File: src/rtl/avmm_led_pwm_pkg.sv
// Shared definitions for the Avalon-MM LED PWM/blink peripheral: register map,
// channel mode encoding and CHCFG field positions.
package avmm_led_pwm_pkg;

   localparam logic [4:0] ADDR_CTRL       = 5'd0;
   localparam logic [4:0] ADDR_DATA       = 5'd1;
   localparam logic [4:0] ADDR_PRESCALE   = 5'd2;
   localparam logic [4:0] ADDR_BLINK      = 5'd3;
   localparam logic [4:0] ADDR_IRQ        = 5'd5;
   localparam logic [4:0] ADDR_CHCFG_BASE = 5'd16;

   localparam int CHCFG_MODE_LSB = 8;
   localparam int CHCFG_MODE_MSB = 9;

   typedef enum logic [1:0] {
      MODE_STATIC = 2'b00,
      MODE_PWM    = 2'b01,
      MODE_BLINK  = 2'b10,
      MODE_RSVD   = 2'b11
   } led_mode_e;

endpackage

File: src/rtl/led_pwm_channel.sv
// One LED channel: turns its mode, duty and static bit plus the shared PWM
// count and blink phase into a combinational drive level.
module led_pwm_channel
   import avmm_led_pwm_pkg::*;
#(
   parameter int DUTY_W = 8
) (
   input  led_mode_e         i_mode,
   input  logic [DUTY_W-1:0] i_duty,
   input  logic              i_static,
   input  logic [DUTY_W-1:0] i_pwm_cnt,
   input  logic              i_blink_phase,
   output logic              o_level
);

   logic w_pwm_on;

   // Strict compare: duty 0 never lights, maximum duty leaves one tick dark.
   assign w_pwm_on = (i_pwm_cnt < i_duty);

   always_comb begin
      o_level = 1'b0;
      case (i_mode)
         MODE_STATIC: o_level = i_static;
         MODE_PWM:    o_level = w_pwm_on;
         MODE_BLINK:  o_level = i_blink_phase && w_pwm_on;
         default:     o_level = 1'b0;
      endcase
   end

endmodule

File: src/rtl/avmm_led_pwm_pio.sv
// Avalon-MM LED peripheral: NUM_CH channels, each static, PWM-dimmed or blinking
// from one shared prescaler/PWM/blink timebase. Define LED_PWM_IRQ_EN for the blink irq.
module avmm_led_pwm_pio
   import avmm_led_pwm_pkg::*;
#(
   parameter int NUM_CH  = 8,
   parameter int DUTY_W  = 8,
   parameter int PRESC_W = 16,
   parameter int BLINK_W = 8
) (
   input  logic              clk_clk,
   input  logic              reset_reset_n,
   input  logic [4:0]        avs_address,
   input  logic              avs_read,
   input  logic              avs_write,
   input  logic [31:0]       avs_writedata,
   output logic [31:0]       avs_readdata,
   output logic [NUM_CH-1:0] led_external_connection_export
`ifdef LED_PWM_IRQ_EN
   ,
   output logic              irq
`endif
);

   logic                 r_ctrl_en;
   logic [NUM_CH-1:0]    r_data;
   logic [PRESC_W-1:0]   r_prescale;
   logic [BLINK_W-1:0]   r_blink;
   led_mode_e            r_mode [NUM_CH];
   logic [DUTY_W-1:0]    r_duty [NUM_CH];

   logic [PRESC_W-1:0]   r_presc_cnt;
   logic [DUTY_W-1:0]    r_pwm_cnt;
   logic [BLINK_W-1:0]   r_blink_cnt;
   logic                 r_blink_phase;

   logic [31:0]          r_readdata;
   logic [NUM_CH-1:0]    r_led;

   logic                 w_wr_ctrl;
   logic                 w_wr_data;
   logic                 w_wr_presc;
   logic                 w_wr_blink;
   logic                 w_tick;
   logic                 w_pwm_wrap;
   logic                 w_blink_toggle;
   logic [NUM_CH-1:0]    w_level;
   logic [31:0]          w_rdata;
   logic                 w_unused;

`ifdef LED_PWM_IRQ_EN
   logic                 r_irq_mask;
   logic                 r_irq_pending;
   logic                 r_irq;
   logic                 w_wr_irq;
`endif

   // Only the low field of each register is stored; the rest of the bus word is don't-care.
   assign w_unused = ^avs_writedata;

   assign w_wr_ctrl  = avs_write && (avs_address == ADDR_CTRL);
   assign w_wr_data  = avs_write && (avs_address == ADDR_DATA);
   assign w_wr_presc = avs_write && (avs_address == ADDR_PRESCALE);
   assign w_wr_blink = avs_write && (avs_address == ADDR_BLINK);

   always_ff @(posedge clk_clk or negedge reset_reset_n) begin
      if (!reset_reset_n) begin
         r_ctrl_en  <= 1'b0;
         r_data     <= '0;
         r_prescale <= '0;
         r_blink    <= '0;
      end else begin
         if (w_wr_ctrl)  r_ctrl_en  <= avs_writedata[0];
         if (w_wr_data)  r_data     <= avs_writedata[NUM_CH-1:0];
         if (w_wr_presc) r_prescale <= avs_writedata[PRESC_W-1:0];
         if (w_wr_blink) r_blink    <= avs_writedata[BLINK_W-1:0];
      end
   end

   always_ff @(posedge clk_clk or negedge reset_reset_n) begin
      if (!reset_reset_n) begin
         for (int ch = 0; ch < NUM_CH; ch++) begin
            r_mode[ch] <= MODE_STATIC;
            r_duty[ch] <= '0;
         end
      end else if (avs_write) begin
         for (int ch = 0; ch < NUM_CH; ch++) begin
            if (avs_address == ADDR_CHCFG_BASE + 5'(ch)) begin
               r_mode[ch] <= led_mode_e'(avs_writedata[CHCFG_MODE_MSB:CHCFG_MODE_LSB]);
               r_duty[ch] <= avs_writedata[DUTY_W-1:0];
            end
         end
      end
   end

   assign w_tick     = (r_presc_cnt == r_prescale);
   assign w_pwm_wrap = w_tick && (r_pwm_cnt == '1);
   // A BLINK write restarts the blink count and suppresses a toggle on that edge.
   assign w_blink_toggle = w_pwm_wrap && (r_blink_cnt == r_blink) && !w_wr_blink;

   always_ff @(posedge clk_clk or negedge reset_reset_n) begin
      if (!reset_reset_n) begin
         r_presc_cnt   <= '0;
         r_pwm_cnt     <= '0;
         r_blink_cnt   <= '0;
         r_blink_phase <= 1'b0;
      end else begin
         if (w_wr_presc || w_tick) r_presc_cnt <= '0;
         else                      r_presc_cnt <= r_presc_cnt + 1'b1;

         if (w_tick) r_pwm_cnt <= r_pwm_cnt + 1'b1;

         if (w_wr_blink || w_blink_toggle) r_blink_cnt <= '0;
         else if (w_pwm_wrap)              r_blink_cnt <= r_blink_cnt + 1'b1;

         if (w_blink_toggle) r_blink_phase <= ~r_blink_phase;
      end
   end

   genvar gi;
   generate
      for (gi = 0; gi < NUM_CH; gi++) begin : g_ch
         led_pwm_channel #(
            .DUTY_W(DUTY_W)
         ) u_channel (
            .i_mode        (r_mode[gi]),
            .i_duty        (r_duty[gi]),
            .i_static      (r_data[gi]),
            .i_pwm_cnt     (r_pwm_cnt),
            .i_blink_phase (r_blink_phase),
            .o_level       (w_level[gi])
         );
      end
   endgenerate

`ifdef LED_PWM_IRQ_EN
   assign w_wr_irq = avs_write && (avs_address == ADDR_IRQ);

   always_ff @(posedge clk_clk or negedge reset_reset_n) begin
      if (!reset_reset_n) begin
         r_irq_mask    <= 1'b0;
         r_irq_pending <= 1'b0;
         r_irq         <= 1'b0;
      end else begin
         if (w_wr_irq) r_irq_mask <= avs_writedata[0];
         // A new toggle wins over a simultaneous write-1-to-clear.
         if (w_blink_toggle)                      r_irq_pending <= 1'b1;
         else if (w_wr_irq && avs_writedata[1])   r_irq_pending <= 1'b0;
         r_irq <= r_irq_mask && r_irq_pending;
      end
   end

   assign irq = r_irq;
`endif

   always_comb begin
      w_rdata = '0;
      case (avs_address)
         ADDR_CTRL:     w_rdata = 32'(r_ctrl_en);
         ADDR_DATA:     w_rdata = 32'(r_data);
         ADDR_PRESCALE: w_rdata = 32'(r_prescale);
         ADDR_BLINK:    w_rdata = 32'(r_blink);
`ifdef LED_PWM_IRQ_EN
         ADDR_IRQ:      w_rdata = {30'd0, r_irq_pending, r_irq_mask};
`endif
         default:       w_rdata = '0;
      endcase
      for (int ch = 0; ch < NUM_CH; ch++) begin
         if (avs_address == ADDR_CHCFG_BASE + 5'(ch)) begin
            w_rdata = 32'(r_duty[ch]) | (32'(r_mode[ch]) << CHCFG_MODE_LSB);
         end
      end
   end

   always_ff @(posedge clk_clk or negedge reset_reset_n) begin
      if (!reset_reset_n) begin
         r_readdata <= '0;
         r_led      <= '0;
      end else begin
         if (avs_read) r_readdata <= w_rdata;
         r_led <= r_ctrl_en ? w_level : '0;
      end
   end

   assign avs_readdata                   = r_readdata;
   assign led_external_connection_export = r_led;

endmodule

File: config.mk
export PLATFORM = sky130hd
export DESIGN_NAME = avmm_led_pwm_pio
export DESIGN_NICKNAME = d
export VERILOG_FILES = /design/src/rtl/avmm_led_pwm_pkg.sv /design/src/rtl/led_pwm_channel.sv /design/src/rtl/avmm_led_pwm_pio.sv
export SDC_FILE = /design/constraint.sdc
export NUM_CORES = 1
export LEC_CHECK = 0
export ABC_AREA = 1
export CAP_MARGIN = 20
export CORE_MARGIN = 5
export CORE_UTILIZATION = 49
export DETAILED_ROUTE_END_ITERATION = 12
export HOLD_SLACK_MARGIN = 0.08
export PLACE_DENSITY = 0.7
export SYNTH_ARGS = -nofsm -noshare
export SYNTH_HDL_FRONTEND = slang
export SYNTH_HIERARCHICAL = 1
export SYNTH_SLANG_ARGS = --single-unit
File: constraint.sdc
create_clock -name clk_clk -period 2 [get_ports clk_clk]
set_clock_uncertainty 0.15 [all_clocks]
set_input_delay 0.4 -clock clk_clk [delete_from_list [all_inputs] [get_ports clk_clk]]
set_output_delay 0.4 -clock clk_clk [all_outputs]
set_load 0.1 [all_outputs]
# Word-level counts from Yosys, hierarchy flattened
# Cells that the tools add are included.
classes:
  add_sub_neg: 3
  magnitude_cmp: 8
  eq_ne: 30
  n_mux: 21
  bitwise: 9
  n_reduce_logical: 36
op_table:
  columns: ["cell", "n"]
  rows:
  - ["32-bit two-way mux", 8]
  - ["8-bit by 10-bit OR with 10-bit output", 8]
  - ["8-bit < comparator", 8]
  - ["16-bit one-hot mux with 4 select lines", 1]
  - ["5-bit equality test (second input constant)", 8]
  - ["8-bit two-way mux", 3]
  - ["1-bit one-hot mux with 3 select lines", 8]
  - ["16-bit by 1-bit adder with 16-bit output (second input constant)", 1]
  - ["8-bit by 1-bit adder with 8-bit output (second input constant)", 2]
  - ["16-bit equality test", 1]
  - ["2-bit by 1-bit equality test with 1-bit output (second input constant)", 8]
  - ["2-bit equality test (second input constant)", 8]
  - ["2-bit logical NOT", 8]
  - ["16-bit two-way mux", 1]
  - ["2-bit AND reduction", 8]
  - ["1-bit logical AND", 15]
  - ["5-bit by 2-bit equality test with 1-bit output (second input constant)", 2]
  - ["8-bit equality test", 1]
  - ["8-bit equality test (second input constant)", 1]
  - ["5-bit by 1-bit equality test with 1-bit output (second input constant)", 1]
  - ["5-bit logical NOT", 1]
  - ["1-bit logical OR", 2]
  - ["2-bit nonzero test", 1]
  - ["1-bit logical NOT", 1]
  - ["1-bit NOT", 1]
totals:
  ff_bits: 186
  input_bits: 41
  out_inout_bits: 40

# Logic depth before layout (Yosys ltp)
logic_depth:
  word_depth: 10
  mapped_depth: 13
  depth_no_buf: 12

# Hierarchy
# The synthesis kept the hierarchy.
by_module_without_submodules:
  columns: ["mod", "n_inst", "cells_per_inst", "area_per_inst_um2", "seq_area_each_um2"]
  rows:
  - ["avmm_led_pwm_pio", 1, 966, 8006.4, 4254.1]
  - ["led_pwm_channel", 8, 42, 231.5, 0.0]

# Worst setup path before layout
# Ideal clock, no wire load.
synth_path:
  path_type: "flip-flop to flip-flop"
  startpoint: "register r_pwm_cnt[1]"
  endpoint: "register r_blink_phase"
  setup_time_ps: 117
  arrival_ps: 1451
  required_ps: 1733
  setup_slack_ps: 282
  path_stages_with_launch: 10
  path_cell_list: "dfrtp_1 ha_1 nand3_1 nor4_1 inv_1 nor2_4 buf_6 nand3_2 nand2_1 nand2_1"
synth_via:
  elab_chain_len: 4
synth_lines:
  columns: ["item", "line_no", "text"]
  rows:
  - ["from (decl)", "avmm_led_pwm_pio.sv:33", "logic [DUTY_W-1:0] r_pwm_cnt;"]
  - ["from (signal assigned)", "avmm_led_pwm_pio.sv:111", "if (w_tick) r_pwm_cnt <= r_pwm_cnt + 1'b1;"]
  - ["8-bit equality test", "avmm_led_pwm_pio.sv:97", "assign w_pwm_wrap = w_tick && (r_pwm_cnt == '1);"]
  - ["1-bit logical AND", "avmm_led_pwm_pio.sv:97", null]
  - ["1-bit logical AND (2 in a row)", "avmm_led_pwm_pio.sv:99", "assign w_blink_toggle = w_pwm_wrap && (r_blink_cnt == r_blink) && !w_wr_blink;"]
  - ["to (signal assigned)", "avmm_led_pwm_pio.sv:116", "if (w_blink_toggle) r_blink_phase <= ~r_blink_phase;"]
  - ["to (decl)", "avmm_led_pwm_pio.sv:35", "logic r_blink_phase;"]
# No other way between the ends.
# A chain may end at the register's enable or synchronous reset.

# Worst setup path in the final report
layout_path:
  startpoint: "register r_prescale[5]"
  endpoint: "register r_blink_cnt[4]"
layout_via:
  elab_chain_len: 6
  word_cells_on_any_way: 7
  classes_between: "eq/ne: 1; mux: 1; reduce/logical: 5"
layout_lines:
  columns: ["item", "line_no", "text"]
  rows:
  - ["from (decl)", "avmm_led_pwm_pio.sv:27", "logic [PRESC_W-1:0] r_prescale;"]
  - ["from (signal assigned)", "avmm_led_pwm_pio.sv:75", "if (w_wr_presc) r_prescale <= avs_writedata[PRESC_W-1:0];"]
  - ["16-bit equality test (*)", "avmm_led_pwm_pio.sv:96", "assign w_tick = (r_presc_cnt == r_prescale);"]
  - ["1-bit logical AND (*)", "avmm_led_pwm_pio.sv:97", null]
  - ["1-bit logical AND (2 in a row)", "avmm_led_pwm_pio.sv:99", null]
  - ["1-bit logical OR", "avmm_led_pwm_pio.sv:113", "if (w_wr_blink || w_blink_toggle) r_blink_cnt <= '0;"]
  - ["8-bit two-way mux or 2-bit nonzero test (tied branches)", null, null]
  - ["to (signal assigned)", "avmm_led_pwm_pio.sv:114", "else if (w_pwm_wrap) r_blink_cnt <= r_blink_cnt + 1'b1;"]
  - ["to (decl)", "avmm_led_pwm_pio.sv:34", "logic [BLINK_W-1:0] r_blink_cnt;"]
# Every way passes the cells marked *; elsewhere a longest branch is shown, timed or not.

==> impl_metrics.ini <==
[status]
status = finished, final reports clean

[sta]
period_share_pct = 98.8
setup_tns_ns = 0
max_freq_ghz = 0.506
setup_ws_ns = 0.0241
slew_violations = 0
hold_viol = 0
finalSetupViolations = 0
period_needed_ns = 1.98
rsz0062_at_grt = true

[setup_path]
crit_path_start_kind = register
reg2reg_from = r_prescale[5]$_DFFE_PN0P_
r2r_end = r_blink_cnt[4]$_DFFE_PN0P_
timing.critical_path.arrival_ns = 2.16
reg2reg_slack_ns = 0.02
critPathMostFrequentCell = nand2_2
critPathSlowestCell = dfrtp_1
endpoint_kind = register
path_max_fanout = 8
worstPathRequired_ns = 2.18
reg2reg_depth = 9
critical-path-max-stage-delay_ns = 0.38
critPathKind = register to register
crit_path_cell_trace = or2_0 > a21oi_2 > nand2_2 > nor3_2 > nand2_2 > nor2_4 > clkinvlp_4 > nand3_1 > nand2_1

[power]
peakVddDrop_v = 0.000587
p_leak_uw = 0.00632
cellPowerDensity_nw_per_um2 = 866
power_uw = 10500

[global_routing]
grt_use_total_pct = 24.0
antenna_found_initial = 0
overflow = 0
grt_pass1_wl_mm = 44.2
grt_pass1_vias = 8458
grt_start_max_net_pins = 55

[synth]
avgSynthCellArea_um2 = 7.57
ys_warn_count = 6
synth_top_family_by_area = simple AND/OR/NAND/NOR gates
ys_seq_area_share_pct = 43.2
synth-xor-area-share_pct = 3.29
synth_area_leader_cell = dfrtp_1
synthFlopType = dfrtp_1
synth_compound_area_share_pct = 9.99
synth.cell_area_um2 = 9860
yosys.area_share.simple_pct = 24.9
yosys.area_share.adder_pct = 7.49
synth_area_leaders = dfrtp_1 43%, nand2_1 16%, ha_1 7.5%, inv_1 7.0%, o21ai_0 5.9%
synth.distinct_cells = 37
syn_inst = 1302
synth_edf_count = 0
async_reset_ff_share_pct = 100
synth.area.mux_share_pct = 0.571
synth-seq-cells = 170
synth.top_cell.area_share_pct = 43.2

[floorplanning]
dieArea_um2 = 23100
start_util_pct = 50.2
core_area_um2 = 19700
io_pins = 81
die_h_um = 152
die_w_um = 152
rows = 51

[place]
dpl_cell_area_um2 = 11400
numPortBuffers = 48
place_hpwl_mm = 20.4
pre_cts_slack_ns = -0.412
gp_congestion = 0.935
place_inst = 1648

[cells_and_area]
final_nets = 1510
antenna_cells = 0
fin_cells = 1688
drive_above_1_share_pct = 13.6
area_growth_pct = 22.7
final_area_um2 = 12100

[cts]
cts_tree = built
clock-sinks = 170
htreeDepth = 4
clk_pin_slew_worst_paths_ns = 0.07
clock_latency_ns = 0.44
ctsRootBufferMaster = clkbuf_16
cts_buffers = 17
clk_path_buf_depth = 2

[run]
drv_cap = 0

[detailed_routing]
drt_first_iter_violations = 658
wl_mm = 27.4
vias_per_cell = 5.17
wire_per_inst_um = 16.2
first_pass_iters = 6
antenna_left = 0
drc_errors = 0
vias = 8723

[worst_hold_path]
hold_class = input pin to async pin
==> worst max path at each step <==
stage | to | startpoint | cells past startpoint | slack (ns)
2_1_floorplan | r_blink_phase$_DFFE_PN0P_ | r_pwm_cnt[1]$_DFFE_PN0N_ | 9 | 0.28
3_3_place_gp | r_prescale[11]$_DFFE_PN0P_ | avs_address[2] | 8 | -0.40
3_5_place_dp | r_prescale[15]$_DFFE_PN0P_ | avs_address[2] | 8 | -0.41
4_1_cts | r_prescale[15]$_DFFE_PN0P_ | avs_address[2] | 8 | 0.04
5_1_grt | r_blink_cnt[4]$_DFFE_PN0P_ | r_prescale[13]$_DFFE_PN0P_ | 9 | -0.13
6_report | r_blink_cnt[4]$_DFFE_PN0P_ | r_prescale[5]$_DFFE_PN0P_ | 9 | 0.02
==> sequential cells by signal, indices dropped and copies added (netlist names) <==
name / cells
r_pwm_cnt: 8
r_ctrl_en: 1
r_blink_cnt: 8
r_presc_cnt: 16
r_prescale: 16
r_data: 8
r_duty: 64
r_blink_phase: 1
avs_readdata: 16
r_mode: 16
led_external_connection_export: 8
r_blink: 8
==> cell families (layout without fill, tap and decap cells) <==
logic type,after synthesis,after routing
flops,170,170
fa+ha+maj,59,59
mux,5,5
buf+inv,253,359
simple gates,593,593
compound gates,184,184
xor+xnor,37,37
other cells,1,16
==> synth_stat cells, types with 3 or more instances <==
library cell  number
a21oi_1           46
buf_2              6
buf_4             20
clkbuf_1          34
dfrtp_1          170
ha_1              59
inv_1            185
inv_2              5
mux2_2             5
nand2_1          420
nand2_2            3
nand3_1           32
nand4_1           39
nor2_1            76
nor2_2             4
nor3_1             4
nor3_2             3
nor3b_1            3
o21ai_0          116
o21ai_2            8
o21bai_1           9
xnor2_1            8
xor2_1            29
==> routing by layer <==
metal	up-vias	GRT usage [%]	share of wire [%]	routed length, um
li1	4282	-	-	-
met1	4093	32.1	43	11900
met2	292	38.1	47	12900
met3	56	5.40	6.8	1850
met4	0	9.59	2.8	770
met5	-	0	0	0
==> area by class of cell <==
type                       count  area [um^2]
inverter                     191          721
tap                          265          332
timing repair buffer         136         1530
multi-input combinational    894         4690
sequential                   170         4260
fill                        1765         7560
clock inverter                12          115
clock buffer                  20          447
==> power by group <==
group          total (uW)  switching [uW]  leakage (uW)  internal [uW]
Sequential           4560             570       0.00223           3990
Combinational        2710            1700       0.00382           1010
Clock                3210            1450      0.000268           1760
Total               10500            3720       0.00632           6750
==> placed cells by master (no fill, tap or decap), drive strengths merged, types with 2 or more instances in the layout <==
master,n
o21bai,9
nand3,33
ha,59
clkbuf,20
a21oi,46
xnor2,8
or2,2
buf,112
conb,16
dfrtp,170
nand2,424
nand4,39
nor2,82
nor4,2
nor3b,3
mux2,5
o21ai,125
clkdlybuf4s50,22
o21a,2
nor3,7
clkinvlp,4
clkinv,5
inv,193
xor2,29
==> what timing repair did <==
| action | 4_1_cts | 5_1_grt |
|---|---|---|
| hold buffers | 1 | 0 |
| gates resized for setup | 0 | 23 |
| setup endpoints to repair | 0 | 61 |
| hold endpoints to repair | 142 | 0 |
| setup buffers | 0 | 7 |
==> critical path: cells and delay by family (launching register included) <==
kind,cells,cell delay [ns]
AOI/OAI and AO/OA,1,0.14
buffers and inverters,1,0.22
DFF,1,0.38
and+or+nand+nor,7,0.97
==> per-stage QoR <==
| stage | hold slack (ns) | util (%) |
|---|---|---|
| floorplan | -0.0456 | - |
| global placement | 0.135 | 57.9 |
| detailed placement | 0.136 | 57.9 |
| CTS | 0.248 | 60.8 |
| global route | 0.277 | 61.5 |
| finish | 0.254 | 61.5 |
Power figures use the tool's default switching activity.
